File: config.mk
export PLATFORM = sky130hd
export DESIGN_NAME = echo_msg_serializer
export DESIGN_NICKNAME = d
export VERILOG_FILES = /design/src/rtl/echo_msg_serializer_pkg.sv /design/src/rtl/echo_msg_serializer.sv
export SDC_FILE = /design/constraint.sdc
export NUM_CORES = 1
export LEC_CHECK = 0
export ABC_CLOCK_PERIOD_IN_PS = 2570
export CAP_MARGIN = 10
export CORE_AREA = 2 2 298 300
export CTS_CLUSTER_DIAMETER = 100
export DETAILED_ROUTE_END_ITERATION = 10
export DIE_AREA = 0 0 300 302
export PLACE_DENSITY = 0.65
export SLEW_MARGIN = 20
export SYNTH_ARGS = -nofsm -noshare
export SYNTH_HDL_FRONTEND = slang
export SYNTH_SLANG_ARGS = --single-unit
export TNS_END_PERCENT = 1
File: constraint.sdc
create_clock -name CLK -period 2.57 [get_ports CLK]
set_input_delay 0.514 -clock CLK [delete_from_list [all_inputs] [get_ports CLK]]
set_output_delay 0.514 -clock CLK [all_outputs]
set_load 0.05 [all_outputs]
File: src/rtl/echo_msg_serializer_pkg.sv
// Shared definitions for the 704-bit echo message path (FIFO, serializer, deserializer).
package echo_msg_serializer_pkg;

  localparam int ECHO_WORD_WIDTH = 32;
  localparam int ECHO_NUM_WORDS  = 22;
  localparam int ECHO_MSG_WIDTH  = ECHO_WORD_WIDTH * ECHO_NUM_WORDS;

  typedef enum logic {
    IDLE = 1'b0,
    SEND = 1'b1
  } echo_state_e;

  // Field a sits at the LSB so word 0 of the beat stream is a.
  typedef struct packed {
    logic [31:0] c19, c18, c17, c16, c15, c14, c13, c12, c11, c10;
    logic [31:0] c9, c8, c7, c6, c5, c4, c3, c2, c1, c0;
    logic [31:0] b;
    logic [31:0] a;
  } echo_msg_t;

endpackage

File: src/rtl/echo_msg_serializer.sv
// Drains one wide echo message from the FIFO and emits it as NUM_WORDS
// registered 32-bit beats, reloading on the final beat for a gap-free stream.
module echo_msg_serializer
  import echo_msg_serializer_pkg::*;
#(
  parameter int WORD_WIDTH = ECHO_WORD_WIDTH,
  parameter int NUM_WORDS  = ECHO_NUM_WORDS,
  parameter int CNT_WIDTH  = 5
) (
  input  logic                             CLK,
  input  logic                             nRST,
  input  logic [WORD_WIDTH*NUM_WORDS-1:0]  in_first,
  input  logic                             in_first_rdy,
  input  logic                             in_deq_rdy,
  output logic                             in_deq_ena,
  output logic                             out_enq_ena,
  output logic [WORD_WIDTH-1:0]            out_enq_v,
  output logic                             out_enq_last,
  input  logic                             out_enq_rdy,
  output logic [31:0]                      msg_count
);

  localparam int MSG_WIDTH = WORD_WIDTH * NUM_WORDS;
  localparam logic [CNT_WIDTH-1:0] LAST_IDX = CNT_WIDTH'(NUM_WORDS - 1);

  echo_state_e            state_q, state_d;
  logic [CNT_WIDTH-1:0]   idx_q, idx_d;
  logic [MSG_WIDTH-1:0]   shift_q, shift_d;
  logic [31:0]            msg_count_q, msg_count_d;

  logic sending;
  logic beat_accept;
  logic last_accept;
  logic take;

  assign sending     = (state_q == SEND);
  assign beat_accept = sending & out_enq_rdy;
  assign last_accept = beat_accept & (idx_q == LAST_IDX);
  // Reload on the final accepted beat so consecutive messages leave no bubble.
  assign take        = in_first_rdy & in_deq_rdy & (~sending | last_accept);

  always_comb begin
    state_d     = state_q;
    idx_d       = idx_q;
    shift_d     = shift_q;
    msg_count_d = msg_count_q;

    if (last_accept) begin
      msg_count_d = msg_count_q + 32'd1;
    end

    if (take) begin
      shift_d = in_first;
      idx_d   = '0;
      state_d = SEND;
    end else if (last_accept) begin
      shift_d = '0;
      idx_d   = '0;
      state_d = IDLE;
    end else if (beat_accept) begin
      shift_d = shift_q >> WORD_WIDTH;
      idx_d   = idx_q + CNT_WIDTH'(1);
    end
  end

  always_ff @(posedge CLK or negedge nRST) begin
    if (!nRST) begin
      state_q     <= IDLE;
      idx_q       <= '0;
      shift_q     <= '0;
      msg_count_q <= '0;
    end else begin
      state_q     <= state_d;
      idx_q       <= idx_d;
      shift_q     <= shift_d;
      msg_count_q <= msg_count_d;
    end
  end

  assign in_deq_ena   = take;
  assign out_enq_ena  = sending;
  assign out_enq_v    = shift_q[WORD_WIDTH-1:0];
  assign out_enq_last = sending & (idx_q == LAST_IDX);
  assign msg_count    = msg_count_q;

endmodule

# Word-level counts from Yosys, hierarchy flattened
# Cells that the tools add are included.
[classes] add_sub_neg=2 n_eq_ne=1 muxes=8 n_bitwise=7 reduce_logical=2
[op_table] op="$mux W704" count=3
[op_table] op="$add A32 B1 Y32 const B" count=1
[op_table] op="$mux W5" count=3
[op_table] op="$add A5 B1 Y5 const B" count=1
[op_table] op="$and A1 B1 Y1" count=5
[op_table] op="$eq A5 B5 Y1 const B" count=1
[op_table] op="$reduce_bool A3 Y1" count=1
[op_table] op="$mux W1" count=2
[op_table] op="$reduce_bool A2 Y1" count=1
[op_table] op="$not A1 Y1" count=1
[op_table] op="$or A1 B1 Y1" count=1
[word_totals] ff_bits=742 word_cells=24

# Logic depth before layout (Yosys ltp)
# Gate-level depths: netlist of run 1.
[depth] ltp_word=5 depth_mapped=9 ltp_nobuf=6

# Worst setup path before layout of run 1
# No wires, ideal clock.
[synth_timing] path_kind="reg-to-output" startpoint="register idx_q[1]" endpoint="output in_deq_ena" t_arrival_ns=1.616 setup_slack_ns=0.440 path_stages_with_launch=8 n_path_buf=2 cell_sequence="dfrtp_1 > inv_1 > ha_1 > nand4b_1 > o21ai_4 > and2_1 > buf_2 > buf_2"
[synth_via] elab_chain_cells=4
[synth_rtl] element="start: declaration" line="echo_msg_serializer.sv:27" source="logic [CNT_WIDTH-1:0] idx_q, idx_d;"
[synth_rtl] element="start signal: assignment" line="echo_msg_serializer.sv:74" source="idx_q <= idx_d;"
[synth_rtl] element="$eq A5 B5 Y1" line="echo_msg_serializer.sv:38" source="assign last_accept = beat_accept & (idx_q == LAST_IDX);"
[synth_rtl] element="$and A1 B1 Y1" line="echo_msg_serializer.sv:38"
[synth_rtl] element="$or A1 B1 Y1" line="echo_msg_serializer.sv:40" source="assign take = in_first_rdy & in_deq_rdy & (~sending | last_accept);"
[synth_rtl] element="$and A1 B1 Y1" line="echo_msg_serializer.sv:40"
[synth_rtl] element="end: declaration" line="echo_msg_serializer.sv:15" source="output logic in_deq_ena,"
# No other way between the ends.

# Worst setup path in the final report of run 1
[layout_timing] startpoint="register msg_count_q[5] (netlist: msg_count[5])" endpoint="output msg_count[5]"
[layout_rtl] element="start: declaration" line="echo_msg_serializer.sv:29" source="logic [31:0] msg_count_q, msg_count_d;"
[layout_rtl] element="start signal: assignment" line="echo_msg_serializer.sv:76" source="msg_count_q <= msg_count_d;"
[layout_rtl] element="end: declaration" line="echo_msg_serializer.sv:20" source="output logic [31:0] msg_count"
# No word-level cell between the ends.

==> out/metrics.yaml, run 1 <==
status: "completed"
fin_crit_sh_pct: 97.60
synth_cell_types: 45
finClkSkew_ns: 0.03496
synthCells: 3306
first_pass_iters: 8
min_period_ns: 2.508
slew_violations: 0
fmax_ghz: 0.3987
synth_top_cells_by_area: "dfrtp_1 54%, a22oi_1 8.4%, a21o_1 6.2%"
final_antenna_net_count: 0
crit_path_end_kind: "output pin"
hold_viol: 0
rr_startpoint: "idx_q[1]"
met3_length_um: 9552
synthTopCellsByCount: "742 x dfrtp_1, 402 x nand2_1, 397 x nand3_1"
clk_latency_ns: 0.63
synth-warning-count: 0
syn2layout_area_growth_pct: 34.93
synth_area_per_cell_um2: 10.48
hp-start: "in_first[559]"
antenna_found_initial: 49
core_area_um2: 87560
final_core_util_pct: 53.38
rows: 109
yosys.area.top_type: "dfrtp_1"
drive_above_1_share_pct: 13.24
start_kind: "flop"
grt_pass1_vias: 29410
slowest_delay_ns: 0.86
track_usage_pct: 27.56
setup_violations: 0
drtIter0Drc: 2419
clock-sinks: 742
grt_pass1_wl_um: 189100
die_area_um2: 90600
crit_chain: "clkdlybuf4s50_1"
synth_fp_nets: 4018
clk_pin_slew_ns: 0.06
worstHoldPathCells: 3
die_h_um: 302
ioPinCount: 776
worst_slew_pin_slew_ns: 0.6591
hold_end: "shift_q[559]"
htree_levels: 3
ys_seq_elements: 742
root_buffer: "clkbuf_16"
max-clock-path-buffers: 3
portBuffers: 775
cp_top_family: "buffers and inverters"
rsz0062_at_grt: "false"
irDropWorstVdd_mv: 0.4980
leakagePower_nw: 22.06
grt_start_max_net_pins: 108
synth_top_area_share_pct: 53.61
fin_nets: 4646
floorplan.initialDensity_pct: 39.56
postSynth.asyncResetShare_pct: 100.0
worstPathRequired_ns: 2.06
synth_top_flop_cell: "dfrtp_1"
grt_overflow: 0
via_per_inst: 5.720
path_max_fanout: 3
place_ws_ns: -0.02512
cts_tree: "done"
rr_worst_depth: 10
die_x_um: 300
arrival_ns: 1.99
power.density_nw_per_um2: 680.1
top_layer: "met5"
synth_area_um2: 34630
drt_wl_total_um: 129200
setup_slack_ns: 0.06180
hp-class: "input port to flop"
cts_buffers: 82
synthMostInstantiatedCell: "dfrtp_1"
synth-edff-count: 0
wl_met1_um: 51730
fillCellCount: 7821
dr_wl_met2_um: 63380
cp_slowest_cell: "clkdlybuf4s50_1"
maxCapViolCount: 0
reg2reg_to: "shift_q[268]"
via_count: 29710
max_slew_margin_pct: 55.92
drc_errors: 0
crit_type: "flop to output pin"
path_buf_inv: 1
r2r_slack_ns: 0.32
post-dp-hpwl_um: 94030
routedWlPerCell_um: 24.88
synth-seq-area-share_pct: 53.61
place_congestion: 0.8940
layer usage:
layer  vias up  GRT usage, %
met4        38         10.33
li1      13500             -
met3       224         6.780
met5         -             0
met2      1063         46.04
met1     14890         34.65
cell type report:
type,instances,area [um2],share of cell area [%]
inverters,10,37.54,0.08032
clock buffers,121,2390,5.114
clock inverters,25,264.0,0.5649
repair buffers,917,9667,20.68
flip-flops and latches,742,18570,39.73
multi-input cells,2181,14270,30.53
well taps,1165,1458,3.119
diodes,32,80.08,0.1713
power breakdown:
part / switching, mW / internal (mW) / total [mW] / leakage, nW
clock: 5.00 / 6.60 / 11.6 / 1.30
sequential: 1.23 / 13.2 / 14.5 / 9.39
combinational: 2.73 / 3.00 / 5.73 / 11.4
flip-flops by register name, indices dropped and copies added, names as in the netlist:
register / cells
idx_q: 5
out_enq_ena: 1
shift_q: 704
msg_count: 32
repair_timing:
action,CTS,global route
endpoints found under the hold margin,36,0
hold buffers,1,0
setup buffers,5,1
pin swaps,1,1
setup endpoints to repair,2,3
resized for setup,5,5
worst max path at each step:
stage,cells past startpoint,endpoint,from,slack [ns]
6_report,1,msg_count[5],msg_count[5],0.06
3_3_place_gp,8,shift_q[268],out_enq_rdy,0.01
2_1_floorplan,7,in_deq_ena,idx_q[1],0.44
5_1_grt,6,in_deq_ena,idx_q[1],0.008
3_5_place_dp,8,shift_q[268],out_enq_rdy,-0.03
4_1_cts,7,in_deq_ena,idx_q[1],-0.01
logic make-up (layout without fill, tap and decap cells):
kind of cell	count (synthesis)	after routing	share of synthesized area (%)
and+or+nand+nor	1145	1145	17.09
buffers and inverters	383	1073	5.282
xor gates and xnor gates	31	31	0.7839
muxes	1	1	0.03251
AOI/OAI and AO/OA	1001	1001	23.09
other	0	32	0
adders and majority gates	3	3	0.1084
DFF	742	742	53.61
cell usage in the layout (no fill, tap or decap), drive strengths merged, types with 2 or more instances in the layout:
| cell type | count |
|---|---|
| ha | 3 |
| nor3 | 17 |
| and4 | 5 |
| o22a | 285 |
| dfrtp | 742 |
| a22oi | 387 |
| nor4 | 2 |
| clkbuf | 121 |
| clkinvlp | 2 |
| buf | 149 |
| nand2 | 402 |
| a22o | 33 |
| and2 | 9 |
| a21o | 286 |
| nand4 | 7 |
| clkdlybuf4s50 | 766 |
| clkinv | 21 |
| xnor2 | 11 |
| a21oi | 3 |
| nand3 | 398 |
| nor2 | 9 |
| diode | 32 |
| inv | 11 |
| and3 | 288 |
| xor2 | 20 |
| o21ai | 6 |
metrics by stage:
stage	total power, mW	instances	cell area (um2)	hold slack [ns]	setup TNS, ns
after detailed placement	20.29	5009	43920	0.4753	-0.02512
final	31.78	5193	46730	0.4154	0
after global placement	20.21	5009	43920	0.4577	0
after CTS	31.95	5161	46630	0.3727	-0.01209
after global routing	32.98	5186	46720	0.3989	0
after floorplan	17.44	3306	34630	0.2184	0
(Power assumes the default switching activity.)
==> inputs of run 2 (changes only) <==
Settings changed: SLEW_MARGIN 20 to 30.
==> results of run 2 <==
No change in the layout: final DEF, timing and power equal those of run 1.
